--- src/rtl/slv_pkg.sv ---
`default_nettype none
// +---------------------------------------------------------------------------+
// | slv_pkg -- shared types for the subordinate guard reset controller         |
// | Rev 1.0                                                                   |
// +---------------------------------------------------------------------------+
package slv_pkg;

    typedef enum logic [2:0] {
        ST_IDLE   = 3'd0,
        ST_DRAIN  = 3'd1,
        ST_HOLD   = 3'd2,
        ST_SETTLE = 3'd3,
        ST_ACK    = 3'd4
    } slv_rst_state_e;

    function automatic int max3(input int a, input int b, input int c);
        int m;
        m = (a > b) ? a : b;
        return (m > c) ? m : c;
    endfunction

endpackage
`default_nettype wire

--- src/rtl/slv_guard_rst_tmr.sv ---
`default_nettype none
// +---------------------------------------------------------------------------+
// | slv_guard_rst_tmr -- loadable down-counter with zero flag                  |
// | Rev 1.0                                                                   |
// +---------------------------------------------------------------------------+
module slv_guard_rst_tmr #(
    parameter int WIDTH = 4
) (
    input  logic             clk_i,
    input  logic             rst_i,
    input  logic             load,
    input  logic [WIDTH-1:0] value,
    input  logic             en,
    output logic             zero
);

    localparam logic [WIDTH-1:0] c_ONE = WIDTH'(1);

    logic [WIDTH-1:0] r_cnt;

    // Load wins over decrement; the count parks at zero.
    always_ff @(posedge clk_i) begin
        if (rst_i) begin
            r_cnt <= '0;
        end else if (load) begin
            r_cnt <= value;
        end else if (en && (r_cnt != '0)) begin
            r_cnt <= r_cnt - c_ONE;
        end
    end

    assign zero = (r_cnt == '0);

endmodule
`default_nettype wire

--- src/rtl/slv_guard_rst_ctrl.sv ---
`default_nettype none
// +---------------------------------------------------------------------------+
// | slv_guard_rst_ctrl -- drain / hold / settle / ack reset sequencer for a    |
// | guarded subordinate. Optional completed-sequence counter: define          |
// | SLV_GUARD_RST_CNT_EN.                                                     |
// | Rev 1.0                                                                   |
// +---------------------------------------------------------------------------+
module slv_guard_rst_ctrl
    import slv_pkg::*;
#(
    parameter int DrainCycles  = 16,
    parameter int HoldCycles   = 4,
    parameter int SettleCycles = 2,
    parameter int CntWidth     = 8
) (
    input  logic clk_i,
    input  logic rst_i,
    input  logic rst_req_i,
    input  logic sub_idle_i,
    output logic isolate_o,
    output logic sub_rst_no,
    output logic rst_stat_o,
    output logic busy_o,
    output logic fault_o
`ifdef SLV_GUARD_RST_CNT_EN
    ,
    output logic [CntWidth-1:0] rst_cnt_o
`endif
);

    localparam int c_MAX_CYCLES = max3(DrainCycles, HoldCycles, SettleCycles);
    localparam int c_TMR_W      = $clog2(c_MAX_CYCLES + 1);

    localparam logic [c_TMR_W-1:0] c_DRAIN_LD  = c_TMR_W'(DrainCycles - 1);
    localparam logic [c_TMR_W-1:0] c_HOLD_LD   = c_TMR_W'(HoldCycles - 1);
    localparam logic [c_TMR_W-1:0] c_SETTLE_LD = c_TMR_W'(SettleCycles - 1);

    if ((DrainCycles < 1) || (HoldCycles < 1) || (SettleCycles < 1) || (CntWidth < 1)) begin : g_param_check
        $error("slv_guard_rst_ctrl: cycle counts and CntWidth must be >= 1");
    end

    slv_rst_state_e       r_state;
    slv_rst_state_e       w_state_d;
    logic                 r_req_q;
    logic                 w_tmr_load;
    logic [c_TMR_W-1:0]   w_tmr_value;
    logic                 w_tmr_en;
    logic                 w_tmr_zero;
    logic                 w_set_fault;

    logic r_isolate;
    logic r_sub_rst_n;
    logic r_stat;
    logic r_busy;
    logic r_fault;

    slv_guard_rst_tmr #(
        .WIDTH (c_TMR_W)
    ) u_tmr (
        .clk_i (clk_i),
        .rst_i (rst_i),
        .load  (w_tmr_load),
        .value (w_tmr_value),
        .en    (w_tmr_en),
        .zero  (w_tmr_zero)
    );

    always_ff @(posedge clk_i) begin
        if (rst_i) begin
            r_state <= ST_IDLE;
        end else begin
            r_state <= w_state_d;
        end
    end

    // The timer is reloaded on every state entry, so each phase counts from its own length.
    always_comb begin
        w_state_d   = r_state;
        w_tmr_load  = 1'b0;
        w_tmr_value = '0;
        w_tmr_en    = 1'b0;
        w_set_fault = 1'b0;
        unique case (r_state)
            ST_IDLE: begin
                if (rst_req_i && !r_req_q) begin
                    w_state_d   = ST_DRAIN;
                    w_tmr_load  = 1'b1;
                    w_tmr_value = c_DRAIN_LD;
                end
            end
            ST_DRAIN: begin
                if (sub_idle_i || w_tmr_zero) begin
                    w_state_d   = ST_HOLD;
                    w_tmr_load  = 1'b1;
                    w_tmr_value = c_HOLD_LD;
                    w_set_fault = !sub_idle_i;
                end else begin
                    w_tmr_en = 1'b1;
                end
            end
            ST_HOLD: begin
                if (w_tmr_zero) begin
                    w_state_d   = ST_SETTLE;
                    w_tmr_load  = 1'b1;
                    w_tmr_value = c_SETTLE_LD;
                end else begin
                    w_tmr_en = 1'b1;
                end
            end
            ST_SETTLE: begin
                if (w_tmr_zero) begin
                    w_state_d = ST_ACK;
                end else begin
                    w_tmr_en = 1'b1;
                end
            end
            ST_ACK: begin
                w_state_d = ST_IDLE;
            end
            default: begin
                w_state_d = ST_IDLE;
            end
        endcase
    end

    // Outputs are registered from the next state so they line up with the state register.
    always_ff @(posedge clk_i) begin
        if (rst_i) begin
            r_req_q     <= 1'b0;
            r_isolate   <= 1'b0;
            r_sub_rst_n <= 1'b1;
            r_stat      <= 1'b0;
            r_busy      <= 1'b0;
            r_fault     <= 1'b0;
        end else begin
            r_req_q     <= rst_req_i;
            r_isolate   <= (w_state_d != ST_IDLE);
            r_sub_rst_n <= (w_state_d != ST_HOLD);
            r_stat      <= (w_state_d == ST_ACK);
            r_busy      <= (w_state_d != ST_IDLE);
            r_fault     <= r_fault | w_set_fault;
        end
    end

    assign isolate_o  = r_isolate;
    assign sub_rst_no = r_sub_rst_n;
    assign rst_stat_o = r_stat;
    assign busy_o     = r_busy;
    assign fault_o    = r_fault;

`ifdef SLV_GUARD_RST_CNT_EN
    localparam logic [CntWidth-1:0] c_CNT_ONE = CntWidth'(1);

    logic [CntWidth-1:0] r_rst_cnt;

    // Bumps together with the completion pulse and saturates at all-ones.
    always_ff @(posedge clk_i) begin
        if (rst_i) begin
            r_rst_cnt <= '0;
        end else if ((w_state_d == ST_ACK) && (r_rst_cnt != '1)) begin
            r_rst_cnt <= r_rst_cnt + c_CNT_ONE;
        end
    end

    assign rst_cnt_o = r_rst_cnt;
`endif

endmodule
`default_nettype wire

--- config.mk ---
export PLATFORM = sky130hd
export DESIGN_NAME = slv_guard_rst_ctrl
export DESIGN_NICKNAME = d
export VERILOG_FILES = /design/src/rtl/slv_pkg.sv /design/src/rtl/slv_guard_rst_tmr.sv /design/src/rtl/slv_guard_rst_ctrl.sv
export SDC_FILE = /design/constraint.sdc
export NUM_CORES = 1
export LEC_CHECK = 0
export ABC_AREA = 1
export CAP_MARGIN = 30
export CORE_MARGIN = 2
export CORE_UTILIZATION = 40
export DETAILED_ROUTE_END_ITERATION = 10
export GPL_TIMING_DRIVEN = 0
export PLACE_DENSITY = 0.72
export SLEW_MARGIN = 5
export SYNTH_ARGS = -nofsm -noshare
export SYNTH_HDL_FRONTEND = slang
export SYNTH_HIERARCHICAL = 1
export SYNTH_SLANG_ARGS = --single-unit
--- constraint.sdc ---
create_clock -name clk_i -period 2.8 [get_ports clk_i]
set_clock_uncertainty 0.15 [all_clocks]
set_input_delay 0.56 -clock clk_i [delete_from_list [all_inputs] [get_ports clk_i]]
set_output_delay 0.56 -clock clk_i [all_outputs]
set_load 0.03 [all_outputs]
## After elaboration in Yosys (flattened, before gate mapping)

Index checks and enable logic that the tools add are counted.
Widths: inputs -> output; s select.

| cells by class | value |
|---|---|
| add/sub/neg operators | 1 |
| eq/ne operators | 5 |
| muxes and demuxes | 20 |
| bitwise operators | 1 |
| reduce and logical (&&, ||, !) cells | 11 |

Operators with widths:

| operator | count |
|---|---|
| $mux 3 | 4 |
| $pmux 3 s4 | 1 |
| $pmux 4 s3 | 1 |
| $mux 5 | 2 |
| $mux 1 | 8 |
| $eq 3x2->1 const B | 2 |
| $logic_not 5->1 | 1 |
| $reduce_bool 5->1 | 1 |
| $sub 5x1->5 const B | 1 |
| $mux 4 | 1 |
| $eq 3x1->1 const B | 1 |
| $eq 3x3->1 const B | 1 |
| $logic_not 3->1 | 1 |
| $ne 3x2->1 const B | 1 |
| $pmux 1 s3 | 1 |
| $reduce_bool 3->1 | 1 |
| $logic_and 1x1->1 | 2 |
| $logic_not 1->1 | 2 |
| $mux 2 | 1 |
| $pmux 1 s2 | 1 |
| $reduce_bool 2->1 | 1 |
| $reduce_or 2->1 | 1 |
| $logic_or 1x1->1 | 1 |
| $or 1x1->1 | 1 |

| word-level totals | value |
|---|---|
| bits in registers | 13 |
| bits of input ports | 4 |
| output and inout port bits | 5 |
| word-level logic and storage cells | 45 |

## Longest topological paths before layout

| depth | value |
|---|---|
| depth after elaboration | 7 |
| mapped depth | 14 |
| depth with buffers taken out | 13 |

## Modules after synthesis

The synthesis kept the hierarchy.

Modules (own cells, without submodules):

| module | times used | cells an instance | area each (µm²) | sequential area each (µm²) |
|---|---|---|---|---|
| slv_guard_rst_ctrl | 1 | 50 | 367.9 | 160.2 |
| slv_guard_rst_tmr | 1 | 58 | 347.8 | 100.1 |

## Worst setup path before layout

No wires, ideal clock.

| path | value |
|---|---|
| path kind | reg-to-reg |
| from | register u_tmr.r_cnt[0] |
| to | register u_tmr.r_cnt[0] |
| setup time | 0.113 ns |
| arrival | 1.616 ns |
| required time | 2.537 ns |
| setup slack | 0.922 ns |
| stages on the path, launching flop included | 15 |
| buffers on the path | 1 |
| period minus slack after synthesis | 1.878 ns |
| cells stage by stage | dfxtp_1 inv_1 ha_1 nand3_2 inv_1 inv_1 nand2_1 nand3_2 nand3_1 inv_2 buf_4 nor2_1 nor2_1 nand2_1 nor2_1 |

| between the ends | value |
|---|---|
| elaborated cells between the ends (all ways) | 17 |
| classes of those cells | 1 x add/sub; 11 x mux; 5 x reduce/logical |

RTL lines:

| item | RTL line | RTL |
|---|---|---|
| start, declared | slv_guard_rst_tmr.sv:19 | `logic [WIDTH-1:0] r_cnt;` |
| start signal, assigned | slv_guard_rst_tmr.sv:26 | `r_cnt <= value;` |
| start signal, assigned | slv_guard_rst_tmr.sv:28 | `r_cnt <= r_cnt - c_ONE;` |
| $logic_not 5->1 (*) | slv_guard_rst_tmr.sv:32 | `assign zero = (r_cnt == '0);` |
| net w_tmr_zero | slv_guard_rst_ctrl.sv:48 | `logic w_tmr_zero;` |
| $logic_or 1x1->1 | slv_guard_rst_ctrl.sv:92 | `if (sub_idle_i \|\| w_tmr_zero) begin` |
| $mux 1 | slv_guard_rst_ctrl.sv:92 |  |
| $pmux 1 s3 (*) | slv_guard_rst_ctrl.sv:83 | `unique case (r_state)` |
| net w_tmr_load | slv_guard_rst_ctrl.sv:45 | `logic w_tmr_load;` |
| $mux 5 or $reduce_bool 2->1 (tied branches) | - |  |

The timed path passes the listed nets; every way through them passes the cells marked *. The select of a mux whose other input is x is not followed.
A chain may end at the register's enable or synchronous reset.

## Final worst setup path

| path | value |
|---|---|
| from | register u_tmr.r_cnt[0] |
| to | register u_tmr.r_cnt[3] |

The elaborated chain is that of the path after synthesis.

==> results.toml <==
[status]
status = "finished clean"

[critical_path]
path_cells = "inv_1 -> ha_1 -> nand3_2 -> inv_1 -> inv_1 -> nand2_1 -> nand3_2 -> nand3_1 -> inv_2 -> buf_4 -> nor2_1 -> nor2_1 -> nand2_1 -> nor2_1"
path_max_fanout = 10
cp-start-kind = "flop"
worst_setup_path_end_kind = "flop"
cp_slowest_stage_delay_ps = 330
path_buf_inv = 5
cp_slowest_cell = "dfxtp_1"
crit_type = "reg -> reg"
crit_arrival_ps = 2170
crit_family = "simple AND/OR/NAND/NOR gates"
required_ps = 2830

[logic_synthesis]
synth_top_area_frac = 0.364
ys_top_cells_by_count = "22 x nor2_1, 16 x inv_1, 16 x nand2_1, 13 x dfxtp_1, 13 x nand3_1"
synth.most_common_cell = "nor2_1"
seq_area_frac_synth = 0.364
synthFlopType = "dfxtp_1"
synth_area_um2 = 716
synth-seq-cells = 13
synth_edf_count = 0
postSynthCellCount = 108
synth_fp_nets = 113
yosysTopAreaCell = "dfxtp_1"
ys_types = 21
synth.top_cells.by_area = "dfxtp_1 36%, nor2_1 12%, nand3_1 9.1%, inv_1 8.4%, nand2_1 8.4%"
ys_warn_count = 6
synth-async-reset-ratio = 0
avgSynthCellArea_um2 = 6.63

[floorplan]
ioPinCount = 9
die-height_um = 46.3
fp.dieArea_um2 = 2140
coreArea_um2 = 1710
num_rows = 15
die_w_um = 46.3
initial_core_util = 0.419

[grt]
grt_pass1_vias = 544
grt_usage = 0.151
grt_overflow = 0
antenna_found_initial = 0
grt_start_max_net_pins = 13
grt_pass1_wl_mm = 2.25

[layout]
final_util = 0.500
diodes = 0
area.growth.synth_to_final_pct = 19.2
fillers = 175
nets = 126
drive_above_1_share = 0.133

[clocking]
clkTransAtPathRegs_ps = 80
postCtsSetupBuffers = 0
cts_tree = "built"
cts_max_path_buffers = 2
cts.repair.resized = 0
clock_latency_ps = 270
cts_buffers = 3
h-tree-depth = 1
cts_root_buffer = "clkbuf_4"
clock-sinks = 13
cts_hold_buf = 0

[routing]
drtIter0Drc = 12
drc_errors = 0
ant_nets = 0
vias = 682
avgViaCountPerCell = 4.70
routed_wl_mm = 1.31
wl_per_cell_um = 9.03
firstDrtPassIters = 4

[sta]
hold_viol = 0
slew_viol_final = 0
setup_viol = 0
fmax_ghz = 0.467
tns_ps = 0
rsz0062_at_grt = "false"
finalCritPeriodShare = 0.765
period_needed_ps = 2140

[min_path]
hold_path_class = "reg -> reg"

[run]
max_cap_violations = 0

[place]
globalplace.congestion = 0.807
port_buffers = 8
dp_hpwl_mm = 1.02

[pwr]
leakage_nw = 0.426
vdd_drop_max_uv = 409
p_per_area_nw_per_um2 = 1020
==> cells by family (layout without fill, tap and decap cells) <==
kind of cell | after synthesis | in the layout | synth area share
buffers and inverters | 20 | 32 | 0.115
adders and majority gates | 1 | 1 | 0.0175
other | 1 | 1 | 0.00524
DFF | 13 | 13 | 0.364
AOI/OAI and AO/OA | 8 | 8 | 0.0664
and+or+nand+nor | 65 | 65 | 0.432
==> metrics by stage <==
step | setup WS [ps] | area [µm²] | total power [mW] | instances | hold slack, ps
floorplan | 922 | 716 | 0.656 | 108 | 324
detailed placement | 617 | 827 | 0.759 | 141 | 293
CTS | 655 | 853 | 0.880 | 145 | 305
global route | 412 | 853 | 0.960 | 145 | 327
finish | 659 | 853 | 0.867 | 145 | 304
global placement | 631 | 827 | 0.745 | 141 | 293
==> cell usage in the layout, fill, tap and decap left out, drive strengths merged, types with 2 or more instances in the layout <==
master	n
nor2	25
buf	2
nor3	2
o21ai	3
nand4	4
nand2	18
dfxtp	13
a21oi	3
clkbuf	4
inv	18
nand3	16
clkdlybuf4s50	8
==> worst paths after layout <==
check	startpoint	endpoint	slack, ps	depth (start not counted)
max	u_tmr/r_cnt[0]$_SDFFE_PP0P_	u_tmr/r_cnt[3]$_SDFFE_PP0P_	660	14
max reg2reg	u_tmr/r_cnt[0]$_SDFFE_PP0P_	u_tmr/r_cnt[3]$_SDFFE_PP0P_	660	14
min	fault_o$_SDFF_PP0_	fault_o$_SDFF_PP0_	300	2
min reg2reg	fault_o$_SDFF_PP0_	fault_o$_SDFF_PP0_	300	2
==> cell type report <==
type | count | area, µm² | share of cell area
Buffer | 2 | 15.0 | 0.0176
Clock buffer | 4 | 26.3 | 0.0308
Inverter | 18 | 67.6 | 0.0792
Multi-Input combinational cell | 75 | 373 | 0.437
Sequential cell | 13 | 260 | 0.305
Tap cell | 25 | 31.3 | 0.0367
Timing Repair Buffer | 8 | 80.1 | 0.0938
==> sequential cells by signal (all words and copies together) (netlist names) <==
signal	count
busy_o	1
fault_o	1
r_req_q	1
r_state	3
rst_stat_o	1
sub_rst_no	1
u_tmr/r_cnt	5
==> where the power goes <==
part	total (mW)	switching (mW)	internal, mW
combinational	0.481	0.303	0.178
clock	0.115	0.0594	0.0552
sequential	0.271	0.0353	0.236
total	0.867	0.397	0.469
==> per-layer routing <==
layer,up-vias,routed length [µm],track usage
met5,-,0,0
met4,0,23,0.0857
met3,4,36,0.0353
met2,13,649,0.247
met1,300,601,0.177
li1,365,-,-
==> worst reg2reg max path, cell delays in order, from the launching register on <==
cell and delay, ps:
dfxtp_1 330, inv_1 100, ha_1 240, nand3_2 150, inv_1 180, inv_1 80, nand2_1 80, nand3_2 90
nand3_1 170, inv_2 60, buf_4 170, nor2_1 90, nor2_1 50, nand2_1 80, nor2_1 40
Note: power is estimated with default switching activity, not from simulation.
